$ cat src/rtl/seg7_pkg.sv
// Shared seven-segment definitions for the board display path.
// Glyphs are active-high in {g,f,e,d,c,b,a} order; each display block applies
// its own pin polarity on top of these.
package seg7_pkg;

    localparam logic [6:0] SEG_0   = 7'h3F;
    localparam logic [6:0] SEG_1   = 7'h06;
    localparam logic [6:0] SEG_2   = 7'h5B;
    localparam logic [6:0] SEG_3   = 7'h4F;
    localparam logic [6:0] SEG_4   = 7'h66;
    localparam logic [6:0] SEG_5   = 7'h6D;
    localparam logic [6:0] SEG_6   = 7'h7D;
    localparam logic [6:0] SEG_7   = 7'h07;
    localparam logic [6:0] SEG_8   = 7'h7F;
    localparam logic [6:0] SEG_9   = 7'h6F;
    localparam logic [6:0] SEG_A   = 7'h77;
    localparam logic [6:0] SEG_B   = 7'h7C;
    localparam logic [6:0] SEG_C   = 7'h39;
    localparam logic [6:0] SEG_D   = 7'h5E;
    localparam logic [6:0] SEG_E   = 7'h79;
    localparam logic [6:0] SEG_F   = 7'h71;
    localparam logic [6:0] SEG_OFF = 7'h00;

    // Map one hex nibble to its active-high glyph.
    function automatic logic [6:0] hexToGlyph(input logic [3:0] nib);
        logic [6:0] glyph;
        case (nib)
            4'h0: glyph = SEG_0;
            4'h1: glyph = SEG_1;
            4'h2: glyph = SEG_2;
            4'h3: glyph = SEG_3;
            4'h4: glyph = SEG_4;
            4'h5: glyph = SEG_5;
            4'h6: glyph = SEG_6;
            4'h7: glyph = SEG_7;
            4'h8: glyph = SEG_8;
            4'h9: glyph = SEG_9;
            4'hA: glyph = SEG_A;
            4'hB: glyph = SEG_B;
            4'hC: glyph = SEG_C;
            4'hD: glyph = SEG_D;
            4'hE: glyph = SEG_E;
            default: glyph = SEG_F;
        endcase
        return glyph;
    endfunction

endpackage

$ cat src/rtl/seg7_tick_gen.sv
// Free-running prescaler: counts 0..DIV and raises tick_o for the single
// cycle in which the counter sits on its terminal value.
module seg7_tick_gen #(
    parameter int DIV = 9
) (
    input  logic clk_i,
    input  logic rst_i,
    output logic tick_o
);

    localparam int W = (DIV > 0) ? $clog2(DIV + 1) : 1;
    localparam logic [W-1:0] LAST = W'(DIV);

    logic [W-1:0] cnt_q;
    logic [W-1:0] cnt_d;

    // Next prescaler value: roll back to zero after the terminal count.
    always_comb begin
        cnt_d = (cnt_q == LAST) ? '0 : cnt_q + 1'b1;
    end

    // Prescaler register, cleared by the synchronous reset.
    always_ff @(posedge clk_i) begin
        if (rst_i) begin
            cnt_q <= '0;
        end else begin
            cnt_q <= cnt_d;
        end
    end

    assign tick_o = (cnt_q == LAST);

endmodule

$ cat src/rtl/seg7_scan_counter.sv
// N-digit hex/BCD up/down display counter with built-in count and scan
// prescalers, parallel load, leading-zero blanking and pin polarity control.
module seg7_scan_counter
    import seg7_pkg::*;
#(
    parameter int NUM_DIGITS     = 4,
    parameter int SCAN_DIV       = 249999,
    parameter int COUNT_DIV      = 999999,
    parameter int BCD            = 0,
    parameter int SEG_ACTIVE_LOW = 1,
    parameter int AN_ACTIVE_LOW  = 1
) (
    input  logic                    clk_i,
    input  logic                    rst_i,
    input  logic                    en_i,
    input  logic                    up_i,
    input  logic                    load_i,
    input  logic [4*NUM_DIGITS-1:0] load_val_i,
    input  logic                    blank_lz_i,
    output logic [4*NUM_DIGITS-1:0] count_o,
    output logic                    wrap_o,
    output logic [6:0]              seg_o,
    output logic [NUM_DIGITS-1:0]   an_o
);

    localparam int CW = 4 * NUM_DIGITS;
    localparam int IW = (NUM_DIGITS > 1) ? $clog2(NUM_DIGITS) : 1;
    localparam logic [3:0]            DIGIT_MAX = (BCD != 0) ? 4'd9 : 4'd15;
    localparam logic [IW-1:0]         LAST_IDX  = IW'(NUM_DIGITS - 1);
    localparam logic [6:0]            SEG_DARK  = (SEG_ACTIVE_LOW != 0) ? ~SEG_OFF : SEG_OFF;
    localparam logic [NUM_DIGITS-1:0] AN_NONE   = (AN_ACTIVE_LOW != 0) ? '1 : '0;

    logic                  countTick;
    logic                  scanTick;
    logic [CW-1:0]         loadSat;
    logic [CW-1:0]         stepped;
    logic                  stepCarry;
    logic [3:0]            nib;
    logic [CW-1:0]         count_q, count_d;
    logic                  wrap_q, wrap_d;
    logic [IW-1:0]         idx_q, idx_d;
    logic [NUM_DIGITS-1:0] zeroAbove;
    logic                  allZero;
    logic [3:0]            curNib;
    logic                  blankNow;
    logic [6:0]            glyph;
    logic [NUM_DIGITS-1:0] oneHot;
    logic [6:0]            seg_q, seg_d;
    logic [NUM_DIGITS-1:0] an_q, an_d;

    seg7_tick_gen #(.DIV(COUNT_DIV)) countPrescaler (
        .clk_i  (clk_i),
        .rst_i  (rst_i),
        .tick_o (countTick)
    );

    seg7_tick_gen #(.DIV(SCAN_DIV)) scanPrescaler (
        .clk_i  (clk_i),
        .rst_i  (rst_i),
        .tick_o (scanTick)
    );

    // In decimal mode a loaded nibble above 9 is clamped so the display never shows A-F.
    always_comb begin
        loadSat = load_val_i;
        if (BCD != 0) begin
            for (int i = 0; i < NUM_DIGITS; i++) begin
                if (load_val_i[4*i +: 4] > 4'd9) begin
                    loadSat[4*i +: 4] = 4'd9;
                end
            end
        end
    end

    // Ripple one step through the digits; a carry/borrow out of the top digit marks a wrap.
    always_comb begin
        stepped   = count_q;
        stepCarry = 1'b1;
        nib       = 4'd0;
        for (int i = 0; i < NUM_DIGITS; i++) begin
            nib = count_q[4*i +: 4];
            if (stepCarry) begin
                if (up_i ? (nib == DIGIT_MAX) : (nib == 4'd0)) begin
                    stepped[4*i +: 4] = up_i ? 4'd0 : DIGIT_MAX;
                end else begin
                    stepped[4*i +: 4] = up_i ? nib + 4'd1 : nib - 4'd1;
                    stepCarry         = 1'b0;
                end
            end
        end
    end

    // Load wins over a coincident tick; wrap is only flagged by a real step.
    always_comb begin
        count_d = count_q;
        wrap_d  = 1'b0;
        if (load_i) begin
            count_d = loadSat;
        end else if (countTick && en_i) begin
            count_d = stepped;
            wrap_d  = stepCarry;
        end
    end

    // Counter value and its wrap flag move together so wrap marks the wrapped value.
    always_ff @(posedge clk_i) begin
        if (rst_i) begin
            count_q <= '0;
            wrap_q  <= 1'b0;
        end else begin
            count_q <= count_d;
            wrap_q  <= wrap_d;
        end
    end

    // Scan index advances once per slot and wraps after the leftmost digit.
    always_comb begin
        idx_d = idx_q;
        if (scanTick) begin
            idx_d = (idx_q == LAST_IDX) ? '0 : idx_q + 1'b1;
        end
    end

    // Build segment and anode patterns from one snapshot of index and count.
    always_comb begin
        zeroAbove = '0;
        allZero   = 1'b1;
        for (int i = NUM_DIGITS - 1; i >= 0; i--) begin
            allZero      = allZero & (count_q[4*i +: 4] == 4'd0);
            zeroAbove[i] = allZero;
        end
        curNib   = count_q[4*idx_q +: 4];
        blankNow = blank_lz_i && (idx_q != '0) && zeroAbove[idx_q];
        glyph    = blankNow ? SEG_OFF : hexToGlyph(curNib);
        seg_d    = (SEG_ACTIVE_LOW != 0) ? ~glyph : glyph;
        oneHot   = '0;
        oneHot[idx_q] = 1'b1;
        an_d     = (AN_ACTIVE_LOW != 0) ? ~oneHot : oneHot;
    end

    // Scan index and pin registers; seg and an always update on the same edge.
    always_ff @(posedge clk_i) begin
        if (rst_i) begin
            idx_q <= '0;
            seg_q <= SEG_DARK;
            an_q  <= AN_NONE;
        end else begin
            idx_q <= idx_d;
            seg_q <= seg_d;
            an_q  <= an_d;
        end
    end

    assign count_o = count_q;
    assign wrap_o  = wrap_q;
    assign seg_o   = seg_q;
    assign an_o    = an_q;

endmodule

$ cat config.mk
export PLATFORM = sky130hd
export DESIGN_NAME = seg7_scan_counter
export DESIGN_NICKNAME = d
export VERILOG_FILES = /design/src/rtl/seg7_pkg.sv /design/src/rtl/seg7_tick_gen.sv /design/src/rtl/seg7_scan_counter.sv
export SDC_FILE = /design/constraint.sdc
export NUM_CORES = 1
export LEC_CHECK = 0
export ABC_AREA = 1
export ABC_CLOCK_PERIOD_IN_PS = 1800
export CAP_MARGIN = 20
export CORE_AREA = 2 2 94 96
export CTS_BUF_LIST = sky130_fd_sc_hd__clkbuf_16
export CTS_CLUSTER_DIAMETER = 120
export CTS_CLUSTER_SIZE = 8
export DETAILED_ROUTE_END_ITERATION = 12
export DIE_AREA = 0 0 96 98
export PLACE_DENSITY = 0.75
export SETUP_SLACK_MARGIN = 0.05
export SYNTH_ARGS = -nofsm -noshare
export SYNTH_HDL_FRONTEND = slang
export SYNTH_SLANG_ARGS = --single-unit
$ cat constraint.sdc
create_clock -name clk_i -period 1.8 [get_ports clk_i]
set_clock_uncertainty 0.1 [all_clocks]
set_input_delay 0.27 -clock clk_i [delete_from_list [all_inputs] [get_ports clk_i]]
set_output_delay 0.27 -clock clk_i [all_outputs]
set_load 0.02 [all_outputs]
==> results by group, run 1 <==
Cells and area
  – Nets@finish: 751
  – ANT cells: 0
  – Core Util, Final: 65.4%
  – Layout area overhead: 33.6%
  – Most frequent cells in the layout: nand2_1 (119), nor2_1 (97), inv_1 (68)
  – Commonest non-fill, non-tap cell in the layout: nand2_1
  – Fraction of layout instances using a drive strength above 1: 19.9%

Clock tree
  – Worst-Skew Late Latency: 0.33 ns
  – CTS sink cnt: 68
  – CTS buffer count: 9
  – Hold-fix buffers at CTS: 0
  – CTS tree: built
  – Worst-path clk slew: 0.06 ns
  – CTS Root Cell: clkbuf_16
  – CTS max path bufs: 2
  – H-tree levels: 3

Timing
  – Max Slew Vio Count: 0
  – Period utilisation layout: 92.8%
  – Final Hold Vio Count: 0
  – Time the worst path needs with I/O delays and setup: 1.67 ns
  – TNS Setup: 0 ns
  – Final setup vio count: 0
  – Slew @ Worst Pin: 0.378 ns
  – Fmax: 599 MHz
  – Setup WS post-layout: 0.130 ns
  – RSZ-0062 raised after global routing: true
  – Worst Hold Slack: 0.336 ns
  – Relative slew margins: 74.6%

Worst setup path
  – Critical path arrival: 1.79 ns
  – Req. time, crit path: 1.92 ns
  – Reg-to-reg critical path startpoint: count_o[1]$_SDFFE_PP0P_
  – Maximum fanout along the worst path: 4
  – R2R cell count: 7
  – Crit path kind: reg -> reg
  – Worst Setup EP: count_o[3]$_SDFFE_PP0P_
  – Crit path capture type: flip-flop
  – FF-to-FF setup slack: 0.13 ns
  – FF-to-FF End: count_o[3]$_SDFFE_PP0P_
  – Startpoint types: flip-flop
  – CP startpoint: count_o[1]$_SDFFE_PP0P_

Drt
  – Via count: 4,214
  – DR iter-0 viols: 227
  – DR WL/cell: 12.9 um
  – Post-Route WL: 10,500 um
  – DRC viols: 0
  – ANT nets after route: 0
  – Via-to-Cell Ratio: 5.16
  – Drt pass-1 iters: 4

Global route
  – First-pass GRT wire length: 17,300 um
  – Pin count of the biggest net entering global routing: 25
  – GRT Total Usage: 22.8%
  – GR Overflow Total: 0
  – Vias in the first global route: 3,987
  – Initial antenna violation count: 0

Yosys
  – Synth Instances: 615
  – FF+latch count, synth: 68
  – Synth Cell Area: 4150 um^2
  – Synth cell types: 39
  – Synth Area per Inst: 6.74 um^2
  – Register area share after synthesis: 32.8%
  – Syn nets: 661
  – YS warnings: 0

Die
  – Die X: 96 um
  – Die H: 98 um
  – Die ar.: 9410 um^2
  – Core Region: 8470 um^2
  – Initial Util: 49.0%
  – Top Ports: 50
  – Rows: 34

Placement
  – GPL Wtd Cong: 0.911
  – Setup slack at placement: -0.508 ns
  – Hpwl dp: 7530 um
  – Port Buf Inserts: 49

Flow run
  – MaxCap Viol Count: 0

Power and ir drop
  – Pwr Density: 732 nW/um^2
  – Pwr Total: 4050 uW
  – Design internal power: 2930 uW
  – Flop pwr share: 40.1%
  – Switch share: 27.6%
  – Gate power share: 17.4%
  – Switch Pwr: 1120 uW
  – Static Leakage: 0.00240 uW
  – Clk pwr share: 42.5%
  – Peak VDD IR: 489 uV

Worst hold path
  – Worst Hold Class: reg -> reg

Outcome
  – Status: complete, no violations
[registers in the layout (all words and copies together), names as in the netlist]
signal and flops:
wrap_o 1, seg_o 7, scanPrescaler.cnt_q 18, countPrescaler.cnt_q 20, an_o 4, idx_q 2, count_o 16
[routing by layer]
layer | global-route usage, % | share of wire, % | up-vias
met5 | 0 | 0 | -
met1 | 29.7 | 47 | 1930
met3 | 4.86 | 5.2 | 14
met2 | 37.6 | 47 | 102
li1 | - | - | 2168
met4 | 6.92 | 1.2 | 0
[how the worst min path moves through the flow]
stage | start | to | slack, ns | cells after the start
2_1_floorplan | scanPrescaler.cnt_q[0]$_SDFF_PP0_ | scanPrescaler.cnt_q[0]$_SDFF_PP0_ | 0.32 | 1
6_report | scanPrescaler.cnt_q[0]$_SDFF_PP0_ | scanPrescaler.cnt_q[0]$_SDFF_PP0_ | 0.34 | 1
5_1_grt | scanPrescaler.cnt_q[0]$_SDFF_PP0_ | scanPrescaler.cnt_q[0]$_SDFF_PP0_ | 0.35 | 1
3_5_place_dp | scanPrescaler.cnt_q[0]$_SDFF_PP0_ | scanPrescaler.cnt_q[0]$_SDFF_PP0_ | 0.34 | 1
4_1_cts | scanPrescaler.cnt_q[0]$_SDFF_PP0_ | scanPrescaler.cnt_q[0]$_SDFF_PP0_ | 0.34 | 1
3_3_place_gp | scanPrescaler.cnt_q[0]$_SDFF_PP0_ | scanPrescaler.cnt_q[0]$_SDFF_PP0_ | 0.33 | 1
[critical path: stages, from the launching register on]
cell	delay (ns)
dfxtp_1	0.40
buf_4	0.17
ha_1	0.22
a21o_1	0.18
a21oi_1	0.18
a21oi_1	0.12
a21oi_2	0.15
nor2_1	0.04
[power groups by stage]
stage	clock network (uW)	logic (uW)	registers, uW
finish	1720	705	1620
global placement	0	665	1640
global route	1800	786	1630
floorplan	0	348	1690
detailed placement	0	679	1650
CTS	1750	676	1610
[what timing repair did]
item,CTS,global route
hold endpoints to repair,0,0
endpoints found under the setup margin,40,54
gates cloned,1,0
setup buffers,1,3
pin swaps,3,13
resized for setup,26,63
[per-stage QoR]
stage               cell area (um^2)  std cells
finish                          5540        817
CTS                             5360        814
detailed placement              5050        797
global route                    5540        817
global placement                5050        797
floorplan                       4170        615
[synthesized netlist by cell type (all sizes together)]
cell type,instances,area share [%]
a211oi,1,0.18
a21boi,1,0.18
a21o,1,0.18
a21oi,46,5.6
a31oi,1,0.15
buf,12,2.0
clkbuf,2,0.18
clkinv,1,0.12
dfxtp,68,33
fa,4,1.9
ha,20,6.0
inv,73,6.6
nand2,137,13
nand3,41,5.3
nand4,16,2.6
nor2,108,11
nor3,19,3.0
nor3b,1,0.18
nor4,4,0.60
o211ai,1,0.18
o21ai,34,4.2
or2,7,1.1
or3,1,0.15
xnor2,6,1.3
xor2,10,2.1
[cells by family after synthesis]
| family | count (synthesis) | share of synthesized area, % |
|---|---|---|
| DFF | 68 | 32.8 |
| adders and majority gates | 24 | 7.97 |
| xor gates and xnor gates | 16 | 3.38 |
| and+or+nand+nor | 334 | 36.2 |
| buffers and inverters | 88 | 8.93 |
| AOI/OAI and AO/OA | 85 | 10.7 |
[area by class of cell]
cell class,count,area (um^2)
clock buffer,9,225
fill,753,2930
tap,108,135
inverter,74,290
timing repair buffer,92,842
multi-input combinational,460,2600
clock inverter,6,57.6
sequential,68,1380
Note: power is estimated with default switching activity, not from simulation.
==> run 2, diff against run 1 <==
- CORE_AREA: 2 2 94 96 -> 5 5 97 99
- DIE_AREA: 0 0 96 98 -> 0 0 102 104
- PLACE_DENSITY: 0.75 -> 0.86
==> results by group, run 2 (synthesis gave the netlist of run 1 again) <==
Clock tree
  – Worst-path clk slew: 0.06 ns (about the same)
  – CTS max path bufs: 2 (unchanged)
  – CTS Root Cell: clkbuf_16
  – CTS buffer count: 9 (unchanged)
  – Worst-Skew Late Latency: 0.33 ns (about the same)
  – H-tree levels: 3 (unchanged)
  – CTS tree: built
  – CTS sink cnt: 68 (unchanged)
  – Hold-fix buffers at CTS: 0 (unchanged)

Die
  – Initial Util: 49.0% (unchanged)
  – Core Region: 8470 um^2 (unchanged)
  – Die X: 102 um (+6.3%)
  – Top Ports: 50 (unchanged)
  – Die H: 104 um (+6.1%)
  – Die ar.: 10,600 um^2 (+13%)
  – Rows: 34 (unchanged)

Drt
  – DR iter-0 viols: 315 (+39%)
  – Metal3 WL: 862 um (+58%)
  – DRT met1 WL: 4670 um (-5.2%)
  – DRC viols: 0 (unchanged)
  – ANT nets after route: 0 (unchanged)
  – Via count: 4,421 (+4.9%)
  – Post-Route WL: 11,900 um (+13%)
  – DR top layer: met4
  – Drt pass-1 iters: 5 (+1)
  – Via-to-Cell Ratio: 5.39 (+4.5%)
  – WL met2: 6010 um (+23%)
  – DR WL/cell: 14.5 um (+13%)

Cells and area
  – Fraction of layout instances using a drive strength above 1: 20.6% (+0.76 points)
  – Max reg flops: 20 (unchanged)
  – Layout area overhead: 33.2%
  – Area occupied by registers: 1400 um^2 (+0.90%)
  – Post-Layout Cell Count: 820 (+0.37%)
  – Footprint of the multi-input gates: 2570 um^2 (-1.4%)
  – Final-layout fill cell count: 667 (-11%)
  – Most frequent cells in the layout: nand2_1 (124), nor2_1 (92), inv_1 (70)
  – ANT cells: 0 (unchanged)
  – Commonest non-fill, non-tap cell in the layout: nand2_1
  – Nets@finish: 753 (+0.27%)
  – Largest Register: countPrescaler.cnt_q
  – Core Util, Final: 65.3% (-0.16 points)

Placement
  – GPL Wtd Cong: 0.898 (-1.3%)
  – Inst Count DP: 796 (-0.13%)
  – Port Buf Inserts: 49 (unchanged)
  – Setup slack at placement: -0.488 ns (+0.0200 ns)
  – Hpwl dp: 8150 um (+8.4%)

Timing
  – RSZ-0062 raised after global routing: true
  – Final Hold Vio Count: 0 (unchanged)
  – Max Slew Vio Count: 0 (unchanged)
  – Setup WS post-layout: 0.0529 ns (-0.0769 ns)
  – Time the worst path needs with I/O delays and setup: 1.75 ns (+0.0769 ns)
  – Slew @ Worst Pin: 0.362 ns (-0.0162 ns)
  – Relative slew margins: 75.7% (+1.1 points)
  – Period utilisation layout: 97.1% (+4.3 points)
  – Fmax: 572 MHz (-4.4%)
  – Final setup vio count: 0 (unchanged)
  – TNS Setup: 0 ns (unchanged)

Global route
  – Pin count of the biggest net entering global routing: 21 (-16%)
  – Initial antenna violation count: 0 (unchanged)
  – GRT Total Usage: 21.3% (-1.5 points)
  – Vias in the first global route: 4,277 (+7.3%)
  – First-pass GRT wire length: 18,700 um (+8.0%)
  – GR Overflow Total: 0 (unchanged)

Worst hold path
  – Worst Hold Class: reg -> reg

Worst setup path
  – Critical path arrival: 1.92 ns (+0.13 ns)
  – Crit path capture type: flip-flop
  – Startpoint types: flip-flop
  – Maximum fanout along the worst path: 7 (+3)
  – Crit path kind: reg -> reg
  – Req. time, crit path: 1.97 ns (+0.05 ns)

Power and ir drop
  – Pwr Total: 4070 uW (+0.50%)
  – Static Leakage: 0.00239 uW (-0.56%)
  – Peak VDD IR: 557 uV (+14%)
  – Pwr Density: 737 nW/um^2 (+0.75%)

Flow run
  – MaxCap Viol Count: 0 (unchanged)

Outcome
  – Status: complete, no violations
run 2: cell count changes in the layout (fill, tap and decap cells not counted), sizes merged:
cell / previous run / this run
buf: 43 / 45
clkinv: 3 / 5
clkinvlp: 2 / 0
inv: 74 / 75
run 2: repair_timing:
action / CTS / global route
resized for setup: 30 / 56
endpoints found under the setup margin: 52 / 46
pin swaps: 5 / 13
setup buffers: 4 / 3
gates cloned: 0 / 1
run 2: layout make-up:
class	instances	area share (%)
clock buffers	9	4.08
clock inverters	7	1.09
inverters	74	5.25
multi-input cells	460	46.5
flip-flops and latches	68	25.3
well taps	108	2.45
repair buffers	94	15.4
run 2: through the flow:
step	instance area [um^2]	hold slack (ns)
finish	5520	0.314
global route	5520	0.333
detailed placement	5030	0.340
global placement	5030	0.329
floorplan	4170	0.318
CTS	5370	0.349
run 2: final timing paths:
kind,from,endpoint,slack [ns],depth (start not counted)
worst max-delay path,countPrescaler.cnt_q[7]$_SDFF_PP0_,count_o[11]$_SDFFE_PP0P_,0.05,11
worst max register to register,countPrescaler.cnt_q[7]$_SDFF_PP0_,count_o[11]$_SDFFE_PP0P_,0.05,11
worst min register to register,scanPrescaler.cnt_q[0]$_SDFF_PP0_,scanPrescaler.cnt_q[0]$_SDFF_PP0_,0.31,1
worst min-delay path,scanPrescaler.cnt_q[0]$_SDFF_PP0_,scanPrescaler.cnt_q[0]$_SDFF_PP0_,0.31,1
run 2: worst max-delay path, cell delays in order (launching register included):
cell,delay [ns]
dfxtp_1,0.36
nor2_1,0.21
nand2_1,0.10
nor2_1,0.11
nand2_1,0.11
nor2_4,0.14
nand2_4,0.09
nand2_8,0.11
nand2_2,0.10
nand2_1,0.10
nand2_1,0.07
nor2_1,0.09
run 2: where the power goes:
part	switching (uW)	total [uW]	leakage (uW)	internal [uW]
clock	671	1730	0.000149	1050
sequential	67.6	1630	0.000565	1560
combinational	397	717	0.00168	320
run 2: routing by layer:
layer / global-route usage, % / up-vias
met5: 0 / -
met4: 7.50 / 0
met3: 5.50 / 38
met2: 36.3 / 191
met1: 25.6 / 2016
li1: - / 2176
==> run 3, diff against run 2 <==
- CORE_AREA: 5 5 97 99 -> 5 5 123 78
- DIE_AREA: 0 0 102 104 -> 0 0 128 83
- GPL_TIMING_DRIVEN: unset -> 0
- PLACE_DENSITY: 0.86 -> 0.87
==> results by group, run 3 (synthesis gave the netlist of run 1 again) <==
Outcome
  – Status: finished, violations left
  – Failing checks: negative setup slack

Global route
  – First-pass GRT wire length: 19,200 um (+2.9%)
  – GRT Total Usage: 22.4% (+1.1 points)
  – Initial antenna violation count: 0 (unchanged)
  – Vias in the first global route: 4,003 (-6.4%)
  – Pin count of the biggest net entering global routing: 18 (-14%)
  – GR Overflow Total: 0 (unchanged)

Die
  – Initial Util: 49.8% (+0.81 points)
  – Die ar.: 10,600 um^2 (+0.15%)
  – Rows: 26 (-24%)
  – Die X: 128 um (+25%)
  – Die H: 83 um (-20%)
  – Core Region: 8330 um^2 (-1.6%)
  – Top Ports: 50 (unchanged)

Cells and area
  – ANT cells: 0 (unchanged)
  – Max reg flops: 20 (unchanged)
  – Commonest non-fill, non-tap cell in the layout: nand2_1
  – Most frequent cells in the layout: nand2_1 (114), nor2_1 (97), inv_1 (64)
  – Layout area overhead: 36.3%
  – Nets@finish: 745 (-1.1%)
  – Fraction of layout instances using a drive strength above 1: 23.6% (+2.9 points)
  – Core Util, Final: 67.9% (+2.6 points)
  – Largest Register: countPrescaler.cnt_q
  – Final-layout fill cell count: 630 (-5.5%)

Clock tree
  – Worst-Skew Late Latency: 0.34 ns (about the same)
  – CTS tree: built
  – CTS buffer count: 9 (unchanged)
  – H-tree levels: 3 (unchanged)
  – CTS max path bufs: 2 (unchanged)
  – Hold-fix buffers at CTS: 0 (unchanged)
  – CTS Root Cell: clkbuf_16
  – Worst-path clk slew: 0.06 ns (about the same)
  – CTS sink cnt: 68 (unchanged)

Timing
  – Relative slew margins: 63.7% (-12 points)
  – Final Hold Vio Count: 0 (unchanged)
  – Max Slew Vio Count: 0 (unchanged)
  – Period utilisation layout: 104% (+6.9 points)
  – RSZ-0062 raised after global routing: true
  – Slew @ Worst Pin: 0.545 ns (+0.183 ns)
  – Final setup vio count: 4 (+4)
  – Fmax: 534 MHz (-6.6%)
  – Setup WS post-layout: -0.0713 ns (-0.124 ns)
  – Time the worst path needs with I/O delays and setup: 1.87 ns (+0.124 ns)

Worst setup path
  – Crit path capture type: flip-flop
  – Startpoint types: flip-flop
  – Critical path arrival: 1.95 ns (+0.03 ns)
  – Req. time, crit path: 1.88 ns (-0.09 ns)
  – Maximum fanout along the worst path: 6 (-1)
  – Crit path kind: reg -> reg

Drt
  – ANT nets after route: 0 (unchanged)
  – Drt pass-1 iters: 6 (+1)
  – Post-Route WL: 13,800 um (+16%)
  – DR iter-0 viols: 682 (+120%)
  – Via count: 4,685 (+6.0%)
  – Via-to-Cell Ratio: 5.74 (+6.5%)
  – DR WL/cell: 16.9 um (+17%)
  – DRC viols: 0 (unchanged)

Power and ir drop
  – Peak VDD IR: 523 uV (-6.0%)
  – Static Leakage: 0.00242 uW (+1.2%)
  – Design internal power: 2780 uW (-5.2%)
  – Pwr Total: 3960 uW (-2.7%)
  – Switch Pwr: 1180 uW (+3.8%)
  – Flop pwr share: 41.4% (+1.4 points)
  – Gate power share: 18.7% (+1.1 points)
  – Pwr Density: 701 nW/um^2 (-4.9%)
  – Clk pwr share: 40.0% (-2.4 points)
  – Switch share: 29.7% (+1.9 points)

Placement
  – GPL Wtd Cong: 0.977 (+8.7%)
  – Setup slack at placement: -0.339 ns (+0.149 ns)
  – Port Buf Inserts: 46 (-6.1%)
  – Hpwl dp: 8590 um (+5.3%)

Worst hold path
  – Worst Hold Class: in -> reg

Flow run
  – MaxCap Viol Count: 0 (unchanged)
## run 3: changes by cell type in the layout (fill, tap and decap cells not counted), moves of 5 or more
| cell | delta |
|---|---|
| buf_4 | -20 |
| buf_6 | +10 |
| nand2_1 | -10 |
| ha_4 | +7 |
| inv_1 | -6 |
| nand2_2 | +6 |
| nor2_2 | -6 |
| o21ai_0 | -6 |
| o21ai_1 | +6 |
| buf_2 | +5 |
| ha_1 | -5 |
| nor2_1 | +5 |
## run 3: cell type report
class                      instances  area, um^2  share of cell area [%]
clock buffer                       9         225                    3.98
inverter                          74         300                    5.31
buffer                            14         110                    1.95
timing repair buffer              73         697                    12.3
multi-input combinational        459        2740                    48.4
sequential                        68        1410                    24.9
tap                              112         140                    2.48
clock inverter                     7        35.0                   0.620
## run 3: worst max-delay path, stage by stage, from the launching register on
cell	delay, ns
dfxtp_2	0.35
buf_6	0.13
clkinvlp_4	0.13
buf_4	0.19
a21oi_1	0.13
o21ai_1	0.12
nand2_2	0.13
inv_2	0.09
nand2_2	0.08
o21ai_1	0.06
nand2_1	0.09
o211ai_1	0.11
## run 3: what timing repair did
item	4_1_cts	5_1_grt
resized for setup	54	91
pin swaps	9	23
setup buffers	16	9
gates cloned	0	2
setup endpoints to repair	56	46
## run 3: final timing paths
path	end	slack [ns]	depth (start not counted)	from
worst min-delay path	count_o[7]$_SDFFE_PP0P_	0.27	2	rst_i
worst min register to register	scanPrescaler.cnt_q[0]$_SDFF_PP0_	0.35	1	scanPrescaler.cnt_q[0]$_SDFF_PP0_
worst max-delay path	seg_o[6]$_SDFF_PP1_	-0.07	11	idx_q[1]$_SDFFE_PP0N_
worst max register to register	seg_o[6]$_SDFF_PP1_	-0.07	11	idx_q[1]$_SDFFE_PP0N_
## run 3: through the flow
| step | hold WS (ns) | TNS, ns | instance area [um^2] | instances |
|---|---|---|---|---|
| 3_5_place_dp | 0.341 | -5.16 | 4770 | 773 |
| 4_1_cts | 0.254 | 0 | 5240 | 805 |
| 5_1_grt | 0.300 | -1.11 | 5650 | 816 |
| 3_3_place_gp | 0.328 | -2.49 | 4770 | 773 |
| 6_report | 0.274 | -0.123 | 5650 | 816 |
| 2_1_floorplan | 0.318 | 0 | 4170 | 615 |
## run 3: routing by layer
layer  vias to the layer above  GRT usage, %  share of wire (%)
met4                         0          5.97                2.9
met2                       333          34.7                 44
met1                      2132          29.4                 39
met3                        55          8.27                 13
li1                       2165             -                  -
met5                         -             0                  0
## run 3: power by group through the flow
stage	combinational, uW	sequential [uW]	clock (uW)
2_1_floorplan	348	1690	0
3_3_place_gp	595	1650	0
6_report	740	1640	1580
5_1_grt	800	1640	1660
4_1_cts	635	1630	1580
3_5_place_dp	618	1660	0
==> patch, RTL diff (config.mk and constraints of run 3) <==
Set the parameter `COUNT_DIV` to 3999996 (it was 999999).
--- a/src/rtl/seg7_scan_counter.sv
+++ b/src/rtl/seg7_scan_counter.sv
@@ -5,7 +5,7 @@
 #(
     parameter int NUM_DIGITS     = 4,
     parameter int SCAN_DIV       = 249999,
-    parameter int COUNT_DIV      = 999999,
+    parameter int COUNT_DIV      = 3999996,
     parameter int BCD            = 0,
     parameter int SEG_ACTIVE_LOW = 1,
     parameter int AN_ACTIVE_LOW  = 1
Formal check against the unedited RTL: same outputs for any inputs over 10 cycles, from zero or initial values and one cycle with rst_i high; that may be too few to reach the edited logic, so the function may still have changed.
==> patch against run 3 <==
Cell area up 0.31%. Sequential cell count up 2. Power up 2.0%. Worst setup slack better by 61 ps. The flow still finishes with violations (negative setup slack). Routed wire length down 4.2%. Global-route usage down 0.22 points. Maximum frequency up 3.4%. Area after synthesis up 3.7%.
==> patch: results <==
{
  "num-nets-final": 765,
  "failed_checks": "negative setup slack",
  "largest_register_ffs": 22,
  "worst_slack_ps": -9.78,
  "synthTopCellsByCount": "140 x nand2_1, 96 x nor2_1, 70 x dfxtp_1",
  "grt_pass1_wl_um": 19500,
  "grtUsageTotal_pct": 22.2,
  "vdd_drop_max_mv": 0.514,
  "dr.first_iter.drc_count": 668,
  "synth_flop_cell": "dfxtp_1",
  "critPathMaxFanout": 3,
  "hpwl_um": 8780,
  "cellLeakagePower_nw": 2.35,
  "status": "finished, violations left",
  "grt_pass1_vias": 4182,
  "grt_max_degree": 22,
  "post-place-ws_ps": -389,
  "ys_seq_area_share_pct": 32.6,
  "drive_gt1_share_pct": 22.4,
  "synth_nets": 680,
  "finalSetupViolCount": 1,
  "finalNonFillerCells": 834,
  "via_count": 4757,
  "cp_data_arrival_time_ps": 1970,
  "port_buffers": 47,
  "gp_congestion": 0.893,
  "avgRoutedWirePerCell_um": 15.8,
  "dp.cells": 792,
  "setup_tns_ps": -9.78,
  "synthCells": 633,
  "placed_area_mm2": 0.00491,
  "ys_top_cells_by_area": "dfxtp_1 33%, nand2_1 12%, nor2_1 8.4%, ha_1 6.1%, inv_1 5.8%",
  "relSlewSlack_pct": 63.1,
  "synth_cell_type_count": 38
}
==> patch: path summary, 6_finish.rpt <==
check,from,end,slack [ps],cells past startpoint
worst max-delay path,scanPrescaler.cnt_q[1],scanPrescaler.cnt_q[16],-10,9
worst min-delay path,rst_i,count_o[12],160,2
worst max register to register,scanPrescaler.cnt_q[1],scanPrescaler.cnt_q[16],-10,9
worst min register to register,countPrescaler.cnt_q[0],countPrescaler.cnt_q[0],350,1
==> patch: cells by family (layout without fill, tap and decap cells) <==
logic type                 count (synthesis)  after routing  share of synthesized area (%)
AOI/OAI and AO/OA                         93             93                           11.6
xor gates and xnor gates                  20             20                           4.07
DFF                                       70             70                           32.6
buffers and inverters                     84            173                           8.29
and+or+nand+nor                          341            341                           35.4
adders and majority gates                 25             25                           7.97
==> patch: what timing repair did <==
action                                  CTS  global route
cloned                                    0             1
pin swaps                                 8            23
resized for setup                        43            89
setup buffers                             6            20
endpoints found under the setup margin   52            56
==> patch: area by class of cell <==
type	count	area [µm²]
well taps	112	140
multi-input cells	479	2770
fillers	638	2660
repair buffers	74	672
clock buffers	9	225
clock inverters	6	30.0
inverters	72	290
plain buffers	12	92.6
flip-flops and latches	70	1450
==> patch: layer usage <==
layer  up-vias  wire length [µm]  share of wire [%]  GRT usage [%]
li1       2237                 -                  -              -
met1      2113              5470                 41           31.5
met2       353              5720                 43           32.1
met3        54              1620                 12           6.22
met4         0               375                2.8           7.71
met5         -                 0                  0              0
==> patch: critical path: stages, from the launching register on <==
cell and delay (ps):
dfxtp_4 360, ha_4 140, nand2_4 60, nor2_4 140, nand3_4 100, nor2_4 120
nand4_1 200, nor2_1 210, nand2_1 100, a21oi_1 200
==> patch: report_power, final <==
group	internal, mW	switching [mW]
combinational	0.334	0.458
clock	0.905	0.655
sequential	1.61	0.0820
total	2.85	1.20
